File: config.mk
export PLATFORM = sky130hd
export DESIGN_NAME = enc_input_conditioner
export DESIGN_NICKNAME = d
export VERILOG_FILES = /design/src/rtl/enc_input_conditioner_pkg.sv /design/src/rtl/enc_input_conditioner_debounce_bit.sv /design/src/rtl/enc_input_conditioner.sv
export SDC_FILE = /design/constraint.sdc
export NUM_CORES = 1
export LEC_CHECK = 0
export ABC_AREA = 1
export CAP_MARGIN = 15
export CORE_AREA = 3 3 89 91
export DETAILED_ROUTE_END_ITERATION = 16
export DIE_AREA = 0 0 92 94
export SLEW_MARGIN = 20
export SYNTH_ARGS = -nofsm -noshare
export SYNTH_HDL_FRONTEND = slang
export SYNTH_HIERARCHICAL = 1
export SYNTH_SLANG_ARGS = --single-unit
File: constraint.sdc
create_clock -name clk -period 1.8 [get_ports clk]
set_input_delay 0.45 -clock clk [delete_from_list [all_inputs] [get_ports clk]]
set_output_delay 0.45 -clock clk [all_outputs]
set_load 0.01 [all_outputs]
File: src/rtl/enc_input_conditioner_pkg.sv
// ---------------------------------------------------------------------------
// enc_pkg: shared constants for the rotary-encoder input conditioner.
//   ENC_STABLE_CYCLES_DEF : default debounce stability window (100 us @ 12 MHz)
//   ENC_LONG_PRESS_DEF    : default long-press hold time (1 s @ 12 MHz)
//   ENC_HOLD_W            : width of the long-press hold counter
//   ENC_CH_IDLE/SW_IDLE   : raw pin idle levels, used as reset values
//   enc_cnt_w(n)          : width of a debounce counter for window n
// ---------------------------------------------------------------------------
package enc_pkg;

    localparam int   ENC_STABLE_CYCLES_DEF = 1200;
    localparam int   ENC_LONG_PRESS_DEF    = 12000000;
    localparam int   ENC_HOLD_W            = 24;
    localparam logic ENC_CH_IDLE           = 1'b1;
    localparam logic ENC_SW_IDLE           = 1'b1;

    function automatic int enc_cnt_w(input int n);
        return $clog2(n);
    endfunction

endpackage

File: src/rtl/enc_input_conditioner_debounce_bit.sv
// ---------------------------------------------------------------------------
// debounce_bit: two-flop synchroniser followed by a stability counter.
// The clean output only moves after the synchronised input has disagreed
// with it for STABLE_CYCLES consecutive cycles; any agreement restarts the
// count.
//   clk  : system clock
//   rst  : synchronous reset, active high
//   din  : raw asynchronous input
//   dout : debounced level (resets to RESET_VAL)
// ---------------------------------------------------------------------------
module debounce_bit
    import enc_pkg::*;
#(
    parameter int   STABLE_CYCLES = ENC_STABLE_CYCLES_DEF,
    parameter logic RESET_VAL     = ENC_CH_IDLE
) (
    input  logic clk,
    input  logic rst,
    input  logic din,
    output logic dout
);

    localparam int               CNT_W   = enc_cnt_w(STABLE_CYCLES);
    localparam logic [CNT_W-1:0] CNT_MAX = CNT_W'(STABLE_CYCLES - 1);

    logic             s1_q, s1_d;
    logic             s2_q, s2_d;
    logic             clean_q, clean_d;
    logic [CNT_W-1:0] cnt_q, cnt_d;

    always_comb begin
        s1_d    = din;
        s2_d    = s1_q;
        clean_d = clean_q;
        cnt_d   = cnt_q;
        if (s2_q == clean_q) begin
            cnt_d = '0;
        end else if (cnt_q == CNT_MAX) begin
            // window complete: accept the new level and restart
            clean_d = s2_q;
            cnt_d   = '0;
        end else begin
            cnt_d = cnt_q + 1'b1;
        end
    end

    always_ff @(posedge clk) begin
        if (rst) begin
            s1_q    <= RESET_VAL;
            s2_q    <= RESET_VAL;
            clean_q <= RESET_VAL;
            cnt_q   <= '0;
        end else begin
            s1_q    <= s1_d;
            s2_q    <= s2_d;
            clean_q <= clean_d;
            cnt_q   <= cnt_d;
        end
    end

    assign dout = clean_q;

endmodule

File: src/rtl/enc_input_conditioner.sv
// ---------------------------------------------------------------------------
// enc_input_conditioner: synchronises and debounces the rotary encoder pins
// and derives switch press/release pulses for the quadrature decoder.
//   clk, rst          : system clock, synchronous active-high reset
//   enc_ch_a/b        : raw encoder channels (idle high)
//   enc_sw            : raw push switch (active low)
//   ch_a_clean/b_clean: debounced channel levels
//   sw_pressed        : debounced switch, active high
//   sw_press_pulse    : one cycle on the first cycle sw_pressed reads 1
//   sw_release_pulse  : one cycle on the first cycle sw_pressed reads 0
//   long_press_pulse  : one cycle after LONG_PRESS_CYCLES of continuous press
// Build option: define ENC_LONG_PRESS_EN to build the long-press hold
// counter; otherwise long_press_pulse is tied low.
// ---------------------------------------------------------------------------
module enc_input_conditioner
    import enc_pkg::*;
#(
    parameter int STABLE_CYCLES     = ENC_STABLE_CYCLES_DEF,
    parameter int LONG_PRESS_CYCLES = ENC_LONG_PRESS_DEF
) (
    input  logic clk,
    input  logic rst,
    input  logic enc_ch_a,
    input  logic enc_ch_b,
    input  logic enc_sw,
    output logic ch_a_clean,
    output logic ch_b_clean,
    output logic sw_pressed,
    output logic sw_press_pulse,
    output logic sw_release_pulse,
    output logic long_press_pulse
);

    if (STABLE_CYCLES < 2 || STABLE_CYCLES > 65535) begin : g_bad_stable
        $error("STABLE_CYCLES out of range 2..65535");
    end
    if (LONG_PRESS_CYCLES < 1 || LONG_PRESS_CYCLES > (1 << ENC_HOLD_W)) begin : g_bad_long
        $error("LONG_PRESS_CYCLES does not fit the hold counter");
    end

    logic sw_clean;

    debounce_bit #(.STABLE_CYCLES(STABLE_CYCLES), .RESET_VAL(ENC_CH_IDLE)) u_db_a (
        .clk(clk), .rst(rst), .din(enc_ch_a), .dout(ch_a_clean)
    );
    debounce_bit #(.STABLE_CYCLES(STABLE_CYCLES), .RESET_VAL(ENC_CH_IDLE)) u_db_b (
        .clk(clk), .rst(rst), .din(enc_ch_b), .dout(ch_b_clean)
    );
    debounce_bit #(.STABLE_CYCLES(STABLE_CYCLES), .RESET_VAL(ENC_SW_IDLE)) u_db_sw (
        .clk(clk), .rst(rst), .din(enc_sw), .dout(sw_clean)
    );

    assign sw_pressed = ~sw_clean;

    // Previous-cycle copy of sw_pressed; pulses come straight from flops so
    // they line up with the cycle the debounced level changes.
    logic sw_prev_q, sw_prev_d;

    always_comb sw_prev_d = sw_pressed;

    always_ff @(posedge clk) begin
        if (rst) sw_prev_q <= 1'b0;
        else     sw_prev_q <= sw_prev_d;
    end

    assign sw_press_pulse   =  sw_pressed & ~sw_prev_q;
    assign sw_release_pulse = ~sw_pressed &  sw_prev_q;

`ifdef ENC_LONG_PRESS_EN
    localparam logic [ENC_HOLD_W-1:0] HOLD_MAX = ENC_HOLD_W'(LONG_PRESS_CYCLES - 1);

    logic [ENC_HOLD_W-1:0] hold_q, hold_d;
    logic                  fired_q, fired_d;
    logic                  long_q, long_d;

    // The counter parks at HOLD_MAX; fired_q keeps it to one pulse per press.
    always_comb begin
        hold_d  = hold_q;
        fired_d = fired_q;
        long_d  = 1'b0;
        if (!sw_pressed) begin
            hold_d  = '0;
            fired_d = 1'b0;
        end else if (hold_q != HOLD_MAX) begin
            hold_d = hold_q + 1'b1;
        end else if (!fired_q) begin
            long_d  = 1'b1;
            fired_d = 1'b1;
        end
    end

    always_ff @(posedge clk) begin
        if (rst) begin
            hold_q  <= '0;
            fired_q <= 1'b0;
            long_q  <= 1'b0;
        end else begin
            hold_q  <= hold_d;
            fired_q <= fired_d;
            long_q  <= long_d;
        end
    end

    assign long_press_pulse = long_q;
`else
    assign long_press_pulse = 1'b0;
`endif

endmodule

==> results of run 1 <==
-- state kept, by name, summed over array words and instances, names as in the netlist --
register and flops:
u_db_a/s2_q 1, u_db_b/cnt_q 11, u_db_b/s1_q 1, u_db_sw/s1_q 1, sw_prev_q 1, u_db_b/dout 1
u_db_b/s2_q 1, u_db_sw/s2_q 1, u_db_a/cnt_q 11, u_db_a/s1_q 1, u_db_a/dout 1, u_db_sw/cnt_q 11
u_db_sw/dout 1
-- synth_stat cells --
library cell,n
o21ai_0,3
nand3_1,22
nor2_8,2
nand3b_1,3
nor2_2,26
nor2_4,9
nand4_1,4
nand3_2,3
xor2_1,6
conb_1,1
or2_2,6
nand3_4,3
nand2_8,3
nand2_2,3
nor2_1,18
nand2_1,45
xnor2_1,9
ha_1,3
a21oi_2,6
inv_1,20
buf_4,1
a21oi_1,7
dfxtp_1,43
inv_2,4
-- layout make-up --
type                       count  area, µm²  area share [%]
multi-input combinational    182       1170            47.5
tap                           99        124            5.02
clock buffer                   5       68.8            2.79
inverter                      24       90.1            3.65
timing repair buffer          10        103            4.16
clock inverter                 3       43.8            1.78
sequential                    43        865            35.1
-- power breakdown --
part | total, W | leakage, nW | internal, W | switching [W]
registers | 0.000961 | 0.348 | 0.000957 | 0.00000427
logic | 0.0000467 | 0.417 | 0.0000227 | 0.0000240
clock network | 0.000760 | 0.0581 | 0.000413 | 0.000347
-- stage by stage --
step           util (%)  cells  hold slack, ns  area (µm²)  setup WS (ns)
3_3_place_gp       32.5    358           0.392        2340          0.272
2_1_floorplan         -    250           0.389        2130          0.615
6_report           34.2    366           0.415        2470         0.0985
4_1_cts            34.1    366           0.416        2460        0.00663
3_5_place_dp       32.5    358           0.394        2340          0.264
5_1_grt            34.2    366           0.443        2470         0.0276
-- routing by layer --
metal / global-route usage [%] / vias up
met2: 14.7 / 13
met3: 2.56 / 5
met4: 3.34 / 0
li1: - / 824
met5: 0 / -
met1: 12.2 / 675
-- final timing paths --
path	slack (ns)	cells past startpoint	startpoint	to
setup / recovery	0.1	1	u_db_a/dout$_SDFFE_PP1P_	ch_a_clean
hold / removal	0.42	1	u_db_a/s1_q$_SDFF_PP1_	u_db_a/s2_q$_SDFF_PP1_
setup reg to reg	0.49	6	u_db_b/cnt_q[0]$_SDFF_PP0_	u_db_b/cnt_q[6]$_SDFF_PP0_
hold reg to reg	0.42	1	u_db_a/s1_q$_SDFF_PP1_	u_db_a/s2_q$_SDFF_PP1_
-- repair_timing --
action	CTS	global route
hold buffers	0	0
setup endpoints to repair	2	2
resized for setup	1	3
-- logic make-up after synthesis --
logic type | count (synthesis)
xor gates and xnor gates | 15
other | 1
DFF | 43
adders and majority gates | 3
AOI/OAI and AO/OA | 16
buffers and inverters | 25
and+or+nand+nor | 147
==> results.ini, run 1 <==
[yosys]
yosysWarnings=6
synth_fp_nets=258
synthAdderAreaFrac_pct=1.76
synthMuxAreaShare_pct=0
ys_types=24
seq_area_frac_synth_pct=40.4
ys_top_cells_by_area=dfxtp_1 (40%), nand2_1 (7.9%), nor2_2 (7.6%)
synthXorXnorAreaFrac_pct=6.17
ys_ff_latch=43
synth_compound_area_share_pct=4.82
yosys.area.top_type=dfxtp_1
yosys.area.top_type_share_pct=40.4
synth-simple-area-share_pct=42.1
syn_area_per_cell_um2=8.52
postSynthCellCount=250
synth_top_family_by_area=simple AND/OR/NAND/NOR gates
mappedNetlistArea_um2=2130

[clock_network]
htreeDepth=2
cts.path.max_buffers=2
cts_sinks=43
postCtsSetupRepairBufs=0
cts_buffers=5
cts_root_buf=clkbuf_8
cts_tree=yes
cts.clk_slew.worst_paths_ns=0.09
clock_latency_ns=0.29

[drt]
drt-initial-drc-count=55
wl_per_cell_um=9.39
drc=0
dr.pass1.iters=4
vias=1517
antenna_left=0
dr_wl_met3_um=92
dr.max_layer_used=met4
wirelength_met1_um=1770
vias_per_cell=4.14
dr_wl_met2_um=1550
drt_wl_total_um=3440

[global_route]
grt.overflow.total=0
grt_max_degree=15
grt_pass1_wl_um=6560
antenna_found_initial=0
track_usage_pct=9.31
grt_pass1_vias=1515

[place]
hpwlAfterDp_um=2610
gp_congestion=0.751
place.port_buffers=9

[sta]
setup_viol=0
finalHoldViolCount=0
report.final.slew_viol_count=0
fin_skew_ns=0.00470
final.period_utilization_pct=94.5
rsz0062_at_grt=false
finalSetupTns_ns=0
fmax_mhz=588
fin_crit_ns=1.70

[critical_path]
arrival_ns=1.25
slowest_stage=clkdlybuf4s50_1
cp.required_ns=1.35
cp_num_buf_inv=1
path_class=reg2out
worst_setup_path_end_kind=output port
critPathMaxStageDelay_ns=0.56
critPathMaxFanout=3
path_delay_family=buffers and inverters
crit_chain=clkdlybuf4s50_1
worstSetupStartpointType=flop

[finish]
drive_gt1_share_pct=28.1
areaGrowthSynthToFinish_pct=15.7
n_fill_cell=793
layout_commonest_cell=nand2_1
n_antenna_cell=0
final_net_count=274
layout_common_cells=nand2_1 (45), dfxtp_1 (42), nor2_2 (26)

[hold_path]
min_path_type=reg2reg

[floorplan]
die_area_um2=8650
num_io_pins=11
fp.dieW_um=92
initial_utilization_pct=29.5
core_um2=7210
rows=31
die_h_um=94

[power]
leakage_nw=0.823
total_power_w=0.00177
vdd_drop_max_uv=262
p_per_area_nw_per_um2=717

[run_status]
outcome=finished, final reports clean

[run]
cap_violations=0

Note: power is estimated with default switching activity, not from simulation.
==> run 2, diff against run 1 <==
- CORE_AREA: 3 3 89 91 -> 2 2 88 90
- CTS_CLUSTER_DIAMETER: unset -> 50
- DIE_AREA: 0 0 92 94 -> 0 0 90 92
- clock period: 1.8 -> 2.01 ns (I/O delays scaled with it)
==> results.ini, run 2 (synthesis results as in run 1) <==
[global_route]
grt_pass1_vias=1473  ; -2.8%
track_usage_pct=9.52  ; +0.21 points
grt_max_degree=14  ; -1
grt.overflow.total=0  ; unchanged
antenna_found_initial=0  ; unchanged
grt_pass1_wl_um=6520  ; -0.62%

[finish]
areaGrowthSynthToFinish_pct=16.4
final_net_count=274  ; unchanged
final_area_um2=2480  ; +0.61%
layout_commonest_cell=nand2_1
layout_common_cells=nand2_1 (45), dfxtp_1 (43), nor2_2 (26)
top_regs=u_db_a/cnt_q: 11 flops, u_db_b/cnt_q: 11 flops, u_db_sw/cnt_q: 11 flops
n_antenna_cell=0  ; unchanged
drive_gt1_share_pct=27.3  ; -0.75 points

[clock_network]
cts_tree=yes
cts_root_buf=clkbuf_8
cts_sinks=43  ; unchanged
clock_latency_ns=0.29  ; about the same
cts.clk_slew.worst_paths_ns=0.08  ; about the same
postCtsSetupRepairBufs=0  ; unchanged
cts_buffers=5  ; unchanged
cts.path.max_buffers=2  ; unchanged
htreeDepth=2  ; unchanged
cts_resized=0  ; -1
cts_hold_buf=0  ; unchanged

[drt]
drc=0  ; unchanged
vias_per_cell=4.13  ; -0.36%
wl_per_cell_um=9.58  ; +2.1%
drt_wl_total_um=3540  ; +2.9%
vias=1524  ; +0.46%
dr.pass1.iters=4  ; unchanged
antenna_left=0  ; unchanged
drt-initial-drc-count=77  ; +40%

[critical_path]
arrival_ns=1.38  ; +0.13 ns
worst_setup_path_end_kind=output port
r2r_cells=6  ; unchanged
cp.required_ns=1.51  ; +0.16 ns
path_class=reg2out
worstSetupStartpointType=flop
critPathMaxFanout=6  ; +3

[sta]
final.period_utilization_pct=93.7
finalSetupTns_ns=0  ; unchanged
fin_skew_ns=0.00489  ; +0.000184 ns
rsz0062_at_grt=false
report.final.slew_viol_count=0  ; unchanged
fmax_mhz=531
fin_crit_ns=1.88
setup_viol=0  ; unchanged
setup_slack_ns=0.127  ; +0.0286 ns
finalHoldViolCount=0  ; unchanged

[hold_path]
min_path_type=reg2reg
hold_path_depth=1  ; unchanged

[floorplan]
die_h_um=92  ; -2.1%
core_um2=7450  ; +3.2%
fp.dieW_um=90  ; -2.2%
num_io_pins=11  ; unchanged
die_area_um2=8280  ; -4.3%
rows=32  ; +3.2%
initial_utilization_pct=28.6  ; -0.92 points

[run]
cap_violations=0  ; unchanged

[run_status]
outcome=finished, final reports clean

[power]
vdd_drop_max_uv=345  ; +31%
leakage_nw=0.793  ; -3.7%
total_power_w=0.00170  ; -3.8%
p_per_area_nw_per_um2=686  ; -4.4%

[place]
hpwlAfterDp_um=2590  ; -0.80%
place_ws_ns=0.418  ; +0.154 ns
placed_cell_area_um2=2350  ; +0.16%
place.port_buffers=9  ; unchanged
gp_congestion=0.728  ; -3.1%

run 2: cell types whose count changed in the layout (fill, tap and decap cells not counted), sizes merged:
cell,before,now
clkinv,2,0
dlymetal6s2s,2,0
bufinv,1,2
clkdlybuf4s50,7,9
clkbuf,5,6
run 2: layer usage:
| metal | global-route usage (%) | part of all wire (%) |
|---|---|---|
| met5 | 0 | 0 |
| met4 | 3.33 | 0.96 |
| met3 | 2.47 | 2.1 |
| met2 | 15.8 | 46 |
| met1 | 12.0 | 51 |
run 2: report_power, final:
| group | switching [W] | internal, W | total (W) |
|---|---|---|---|
| registers | 0.00000411 | 0.000858 | 0.000862 |
| logic | 0.0000220 | 0.0000204 | 0.0000424 |
| clock network | 0.000299 | 0.000497 | 0.000796 |
| total | 0.000325 | 0.00138 | 0.00170 |
run 2: path summary, 6_finish.rpt:
check	startpoint	end	slack, ns
setup / recovery	u_db_sw/dout$_SDFFE_PP1P_	sw_release_pulse	0.13
hold / removal	u_db_a/s1_q$_SDFF_PP1_	u_db_a/s2_q$_SDFF_PP1_	0.42
setup reg to reg	u_db_b/cnt_q[0]$_SDFF_PP0_	u_db_b/cnt_q[5]$_SDFF_PP0_	0.70
hold reg to reg	u_db_a/s1_q$_SDFF_PP1_	u_db_a/s2_q$_SDFF_PP1_	0.42
run 2: layout make-up:
cell class / count / area (µm²)
fill: 793 / 4970
tap: 102 / 128
multi-input combinational: 182 / 1170
inverter: 24 / 90.1
clock inverter: 2 / 60.1
timing repair buffer: 10 / 97.6
clock buffer: 6 / 72.6
sequential: 43 / 861
run 2: critical path: stages (launching register included):
cell	delay [ns]
dfxtp_1	0.44
nand2_1	0.08
inv_1	0.05
clkdlybuf4s50_1	0.52
run 2: stage by stage:
| step | utilization, % | hold slack (ns) | instances |
|---|---|---|---|
| 6_report | 33.3 | 0.416 | 369 |
| 5_1_grt | 33.3 | 0.431 | 369 |
| 4_1_cts | 33.3 | 0.416 | 369 |
| 3_5_place_dp | 31.5 | 0.394 | 361 |
| 3_3_place_gp | 31.5 | 0.393 | 361 |
| 2_1_floorplan | - | 0.389 | 250 |
==> run 3, diff against run 2 <==
- clock period: 2.01 -> 2.35 ns (I/O delays scaled with it)
==> results.ini, run 3 (synthesis results as in run 1) <==
[finish]
multi_input_area_um2=1170  ; unchanged
fin_cells=368  ; -0.27%
finalCoreUtilization_pct=32.6  ; -0.76 points
final_area_um2=2420  ; -2.3%
final_net_count=273  ; -0.36%
n_fill_cell=808  ; +1.9%
seq_area_um2=861  ; unchanged
top_regs=u_db_a/cnt_q: 11 flops, u_db_b/cnt_q: 11 flops, u_db_sw/cnt_q: 11 flops
layout_common_cells=nand2_1 (45), dfxtp_1 (43), nor2_2 (26)
layout_commonest_cell=nand2_1
areaGrowthSynthToFinish_pct=13.8
n_antenna_cell=0  ; unchanged
drive_gt1_share_pct=27.4  ; +0.10 points

[floorplan]
rows=32  ; unchanged
die_area_um2=8280  ; unchanged
core_um2=7450  ; unchanged
die_h_um=92  ; unchanged
fp.dieW_um=90  ; unchanged
initial_utilization_pct=28.6  ; unchanged
num_io_pins=11  ; unchanged

[drt]
dr.pass1.iters=4  ; unchanged
antenna_left=0  ; unchanged
vias=1508  ; -1.0%
drt-initial-drc-count=54  ; -30%
drt_wl_total_um=3400  ; -3.7%
vias_per_cell=4.10  ; -0.78%
drc=0  ; unchanged
wl_per_cell_um=9.25  ; -3.5%

[sta]
fin_crit_ns=1.96
final.period_utilization_pct=83.5
finalSetupTns_ns=0  ; unchanged
setup_viol=0  ; unchanged
finalHoldViolCount=0  ; unchanged
relSlewSlack_pct=61.8
fmax_mhz=510
rsz0062_at_grt=false
worst_slew_pin_slew_ns=0.572
fin_skew_ns=0.00671  ; +0.00182 ns
report.final.slew_viol_count=0  ; unchanged

[critical_path]
critPathMaxFanout=6  ; unchanged
slowest_stage=clkdlybuf4s50_1
path_delay_family=buffers and inverters
arrival_ns=1.37  ; about the same
path_class=reg2out
worstSetupStartpointType=flop
cp.required_ns=1.76  ; +0.25 ns
worst_setup_path_end_kind=output port
critPathMaxStageDelay_ns=0.52  ; about the same
crit_chain=nand2_1 > inv_1 > clkdlybuf4s50_1
cp_num_buf_inv=2  ; unchanged

[clock_network]
cts_resized=0  ; unchanged
cts_sinks=43  ; unchanged
cts_hold_buf=0  ; unchanged
cts_root_buf=clkbuf_8
postCtsSetupRepairBufs=0  ; unchanged
htreeDepth=2  ; unchanged
cts.clk_slew.worst_paths_ns=0.08  ; about the same
cts_tree=yes
cts_buffers=5  ; unchanged
cts.path.max_buffers=2  ; unchanged
clock_latency_ns=0.29  ; about the same

[global_route]
grt_max_degree=14  ; unchanged
grt_pass1_vias=1491  ; +1.2%
grt.overflow.total=0  ; unchanged
grt_pass1_wl_um=6410  ; -1.7%
antenna_found_initial=0  ; unchanged
track_usage_pct=9.29  ; -0.23 points

[run_status]
outcome=finished, final reports clean

[place]
placed_cells=360  ; -0.28%
placed_cell_area_um2=2340  ; -0.32%
hpwlAfterDp_um=2560  ; -1.1%
gp_congestion=0.769  ; +5.6%
place.port_buffers=9  ; unchanged

[power]
leakage_nw=0.770  ; -2.8%
p_per_area_nw_per_um2=505  ; -26%
vdd_drop_max_uv=241  ; -30%

[run]
cap_violations=0  ; unchanged

[hold_path]
min_path_type=reg2reg

-- run 3: final timing paths --
path / start / endpoint / slack, ns / cells past startpoint
min reg2reg: u_db_a/s1_q$_SDFF_PP1_ / u_db_a/s2_q$_SDFF_PP1_ / 0.41 / 1
max reg2reg: u_db_b/cnt_q[0]$_SDFF_PP0_ / u_db_b/cnt_q[5]$_SDFF_PP0_ / 1.05 / 6
max: u_db_sw/dout$_SDFFE_PP1P_ / sw_release_pulse / 0.39 / 3
min: u_db_a/s1_q$_SDFF_PP1_ / u_db_a/s2_q$_SDFF_PP1_ / 0.41 / 1
-- run 3: per-stage QoR --
stage                     worst slack, ns  hold slack (ns)  total power (W)
after floorplan                      1.17            0.389         0.000777
after global placement              0.435            0.391         0.000790
after global routing                0.265            0.437          0.00129
after CTS                           0.367            0.418          0.00125
after detailed placement            0.423            0.392         0.000790
final                               0.388            0.414          0.00123
-- run 3: area by class of cell --
cell class	count	share of cell area, %
Multi-Input combinational cell	182	48.3
Sequential cell	43	35.5
Tap cell	102	5.26
Timing Repair Buffer	9	3.72
Inverter	24	3.72
Clock buffer	5	2.84
Clock inverter	3	0.619
-- run 3: worst reg2reg max path, delay by kind of cell (launching register included) --
| kind | cells | cell delay [ns] |
|---|---|---|
| and+or+nand+nor | 5 | 0.60 |
| adders and majority gates | 1 | 0.23 |
| DFF | 1 | 0.38 |
-- run 3: per-layer routing --
layer  wire length, µm  track usage (%)  vias up
met2              1580             15.3       14
met5                 0                0        -
met4                 0             1.92        0
met1              1700             11.5      676
met3               122             3.78        0
li1                  -                -      818
-- run 3: power breakdown --
| group | switching [W] | internal, W | leakage, nW |
|---|---|---|---|
| registers | 0.00000333 | 0.000734 | 0.348 |
| clock network | 0.000250 | 0.000204 | 0.0477 |
| logic | 0.0000183 | 0.0000162 | 0.374 |
==> variant (settings of run 3) <==
Build with the macro `ENC_LONG_PRESS_EN` defined.
--- a/src/rtl/enc_input_conditioner.sv
+++ b/src/rtl/enc_input_conditioner.sv
@@ -14,2 +14,4 @@
 // ---------------------------------------------------------------------------
+`define ENC_LONG_PRESS_EN
+
 module enc_input_conditioner
Formal check against the unedited RTL: no difference found for any inputs over 10 cycles, from zero or initial values and one cycle with rst high; that may be too few to reach the edited logic, so the function may still have changed.
==> variant against run 3 <==
Clock power grew 120%; setup slack got worse by 38 ps; routed wire length is 95% higher; global-route usage is 8.4 points higher; sequential cell count up 26; via count rose by 93%; final area up 68%; utilization is 22 points higher; area after synthesis is 72% higher; sequential power increased by 60%; clock skew rose by 2.9 ps; power rose by 80%; critical endpoint unchanged; largest cell class unchanged.
==> variant: results <==
export IMPL_insertion_delay_ps=340
export IMPL_rr_endpoint="hold_q[1]"
export IMPL_final_nets=515
export IMPL_rr_startpoint="hold_q[0]"
export IMPL_place_inst=597
export IMPL_syn_nets=495
export IMPL_final_layout_size_suffix_gt1_frac=0.1886
export IMPL_synth_distinct_cells=29
export IMPL_grt_max_degree=17
export IMPL_r2r_cells=8
export IMPL_placed_area_um2=3886
export IMPL_cp_data_arrival_time_ps=1410
export IMPL_cts_buffers_inserted=9
export IMPL_status="complete, no violations"
export IMPL_r2r_setup_slack_ps=750
export IMPL_synth_seq_area_share=0.3770
export IMPL_ys_top_cells_by_area="dfxtp_1 38%, nand2_1 11%, nor2_1 6.3%"
export IMPL_first_iter_violations=90
export IMPL_gp_congestion=0.8568
export IMPL_met3_length_um=183
export IMPL_fin_cells=611
export IMPL_slew_headroom=0.6541
export IMPL_clock_skew_ps=9.647
export IMPL_grt_pass1_vias=2724
export IMPL_port_buffers=10
export IMPL_p_leak_nw=1.330
export IMPL_dr_max_layer_used="met4"
export IMPL_met1_length_um=3213
export IMPL_ys_flop_type="dfxtp_1"
export IMPL_dp_slack_ps=518.9
export IMPL_htree_levels=3
export IMPL_fin_area_um2=4085
export IMPL_drtPass1Iterations=7
export IMPL_grt_pass1_wl_um=11960
export IMPL_netlist_top_cells_count="108 x nand2_1, 69 x dfxtp_1, 61 x nor2_1"
export IMPL_post_dp_hpwl_um=4996
export IMPL_vdd_drop_max_uv=223.9
export IMPL_vias_per_cell=4.759
export IMPL_avgSynthCellArea_um2=7.538
export IMPL_n_fill_cell=730
variant: logic make-up (layout without fill, tap and decap cells):
kind of cell | after synthesis | after routing | share of synthesized area
DFF | 69 | 69 | 0.3770
adders and majority gates | 4 | 4 | 0.01366
buffers and inverters | 60 | 83 | 0.06386
and+or+nand+nor | 293 | 293 | 0.4358
AOI/OAI and AO/OA | 39 | 39 | 0.05942
xor gates and xnor gates | 21 | 21 | 0.05020
variant: worst max path at each step:
stage	start	end	slack, ps	cells after the start
floorplan	hold_q[0]	hold_q[0]	1010	8
global placement	rst	long_press_pulse	540	4
detailed placement	rst	long_press_pulse	520	4
CTS	u_db_sw/dout	sw_release_pulse	320	3
global route	u_db_sw/dout	sw_release_pulse	250	3
finish	u_db_sw/dout	sw_release_pulse	350	3
variant: critical path: cells and delay by family, from the launching register on:
kind / cells / cell delay (ps)
buffers and inverters: 2 / 580
DFF: 1 / 420
and+or+nand+nor: 1 / 70
variant: routing by layer:
layer | vias up | track usage
li1 | 1564 | -
met1 | 1308 | 0.2222
met2 | 27 | 0.2976
met3 | 9 | 0.03040
met4 | 0 | 0.08077
met5 | - | 0
variant: layout make-up:
cell class	instances	area share
inverters	57	0.05237
clock inverters	1	0.007351
flip-flops and latches	69	0.3381
multi-input cells	357	0.5014
clock buffers	13	0.04135
well taps	102	0.03124
repair buffers	12	0.02818
variant: power by group:
| group | total, W | switching (W) | internal [W] | leakage, nW |
|---|---|---|---|---|
| combinational | 0.0000353 | 0.0000180 | 0.0000173 | 0.671 |
| sequential | 0.00118 | 0.00000336 | 0.00118 | 0.557 |
| clock | 0.000991 | 0.000425 | 0.000567 | 0.102 |
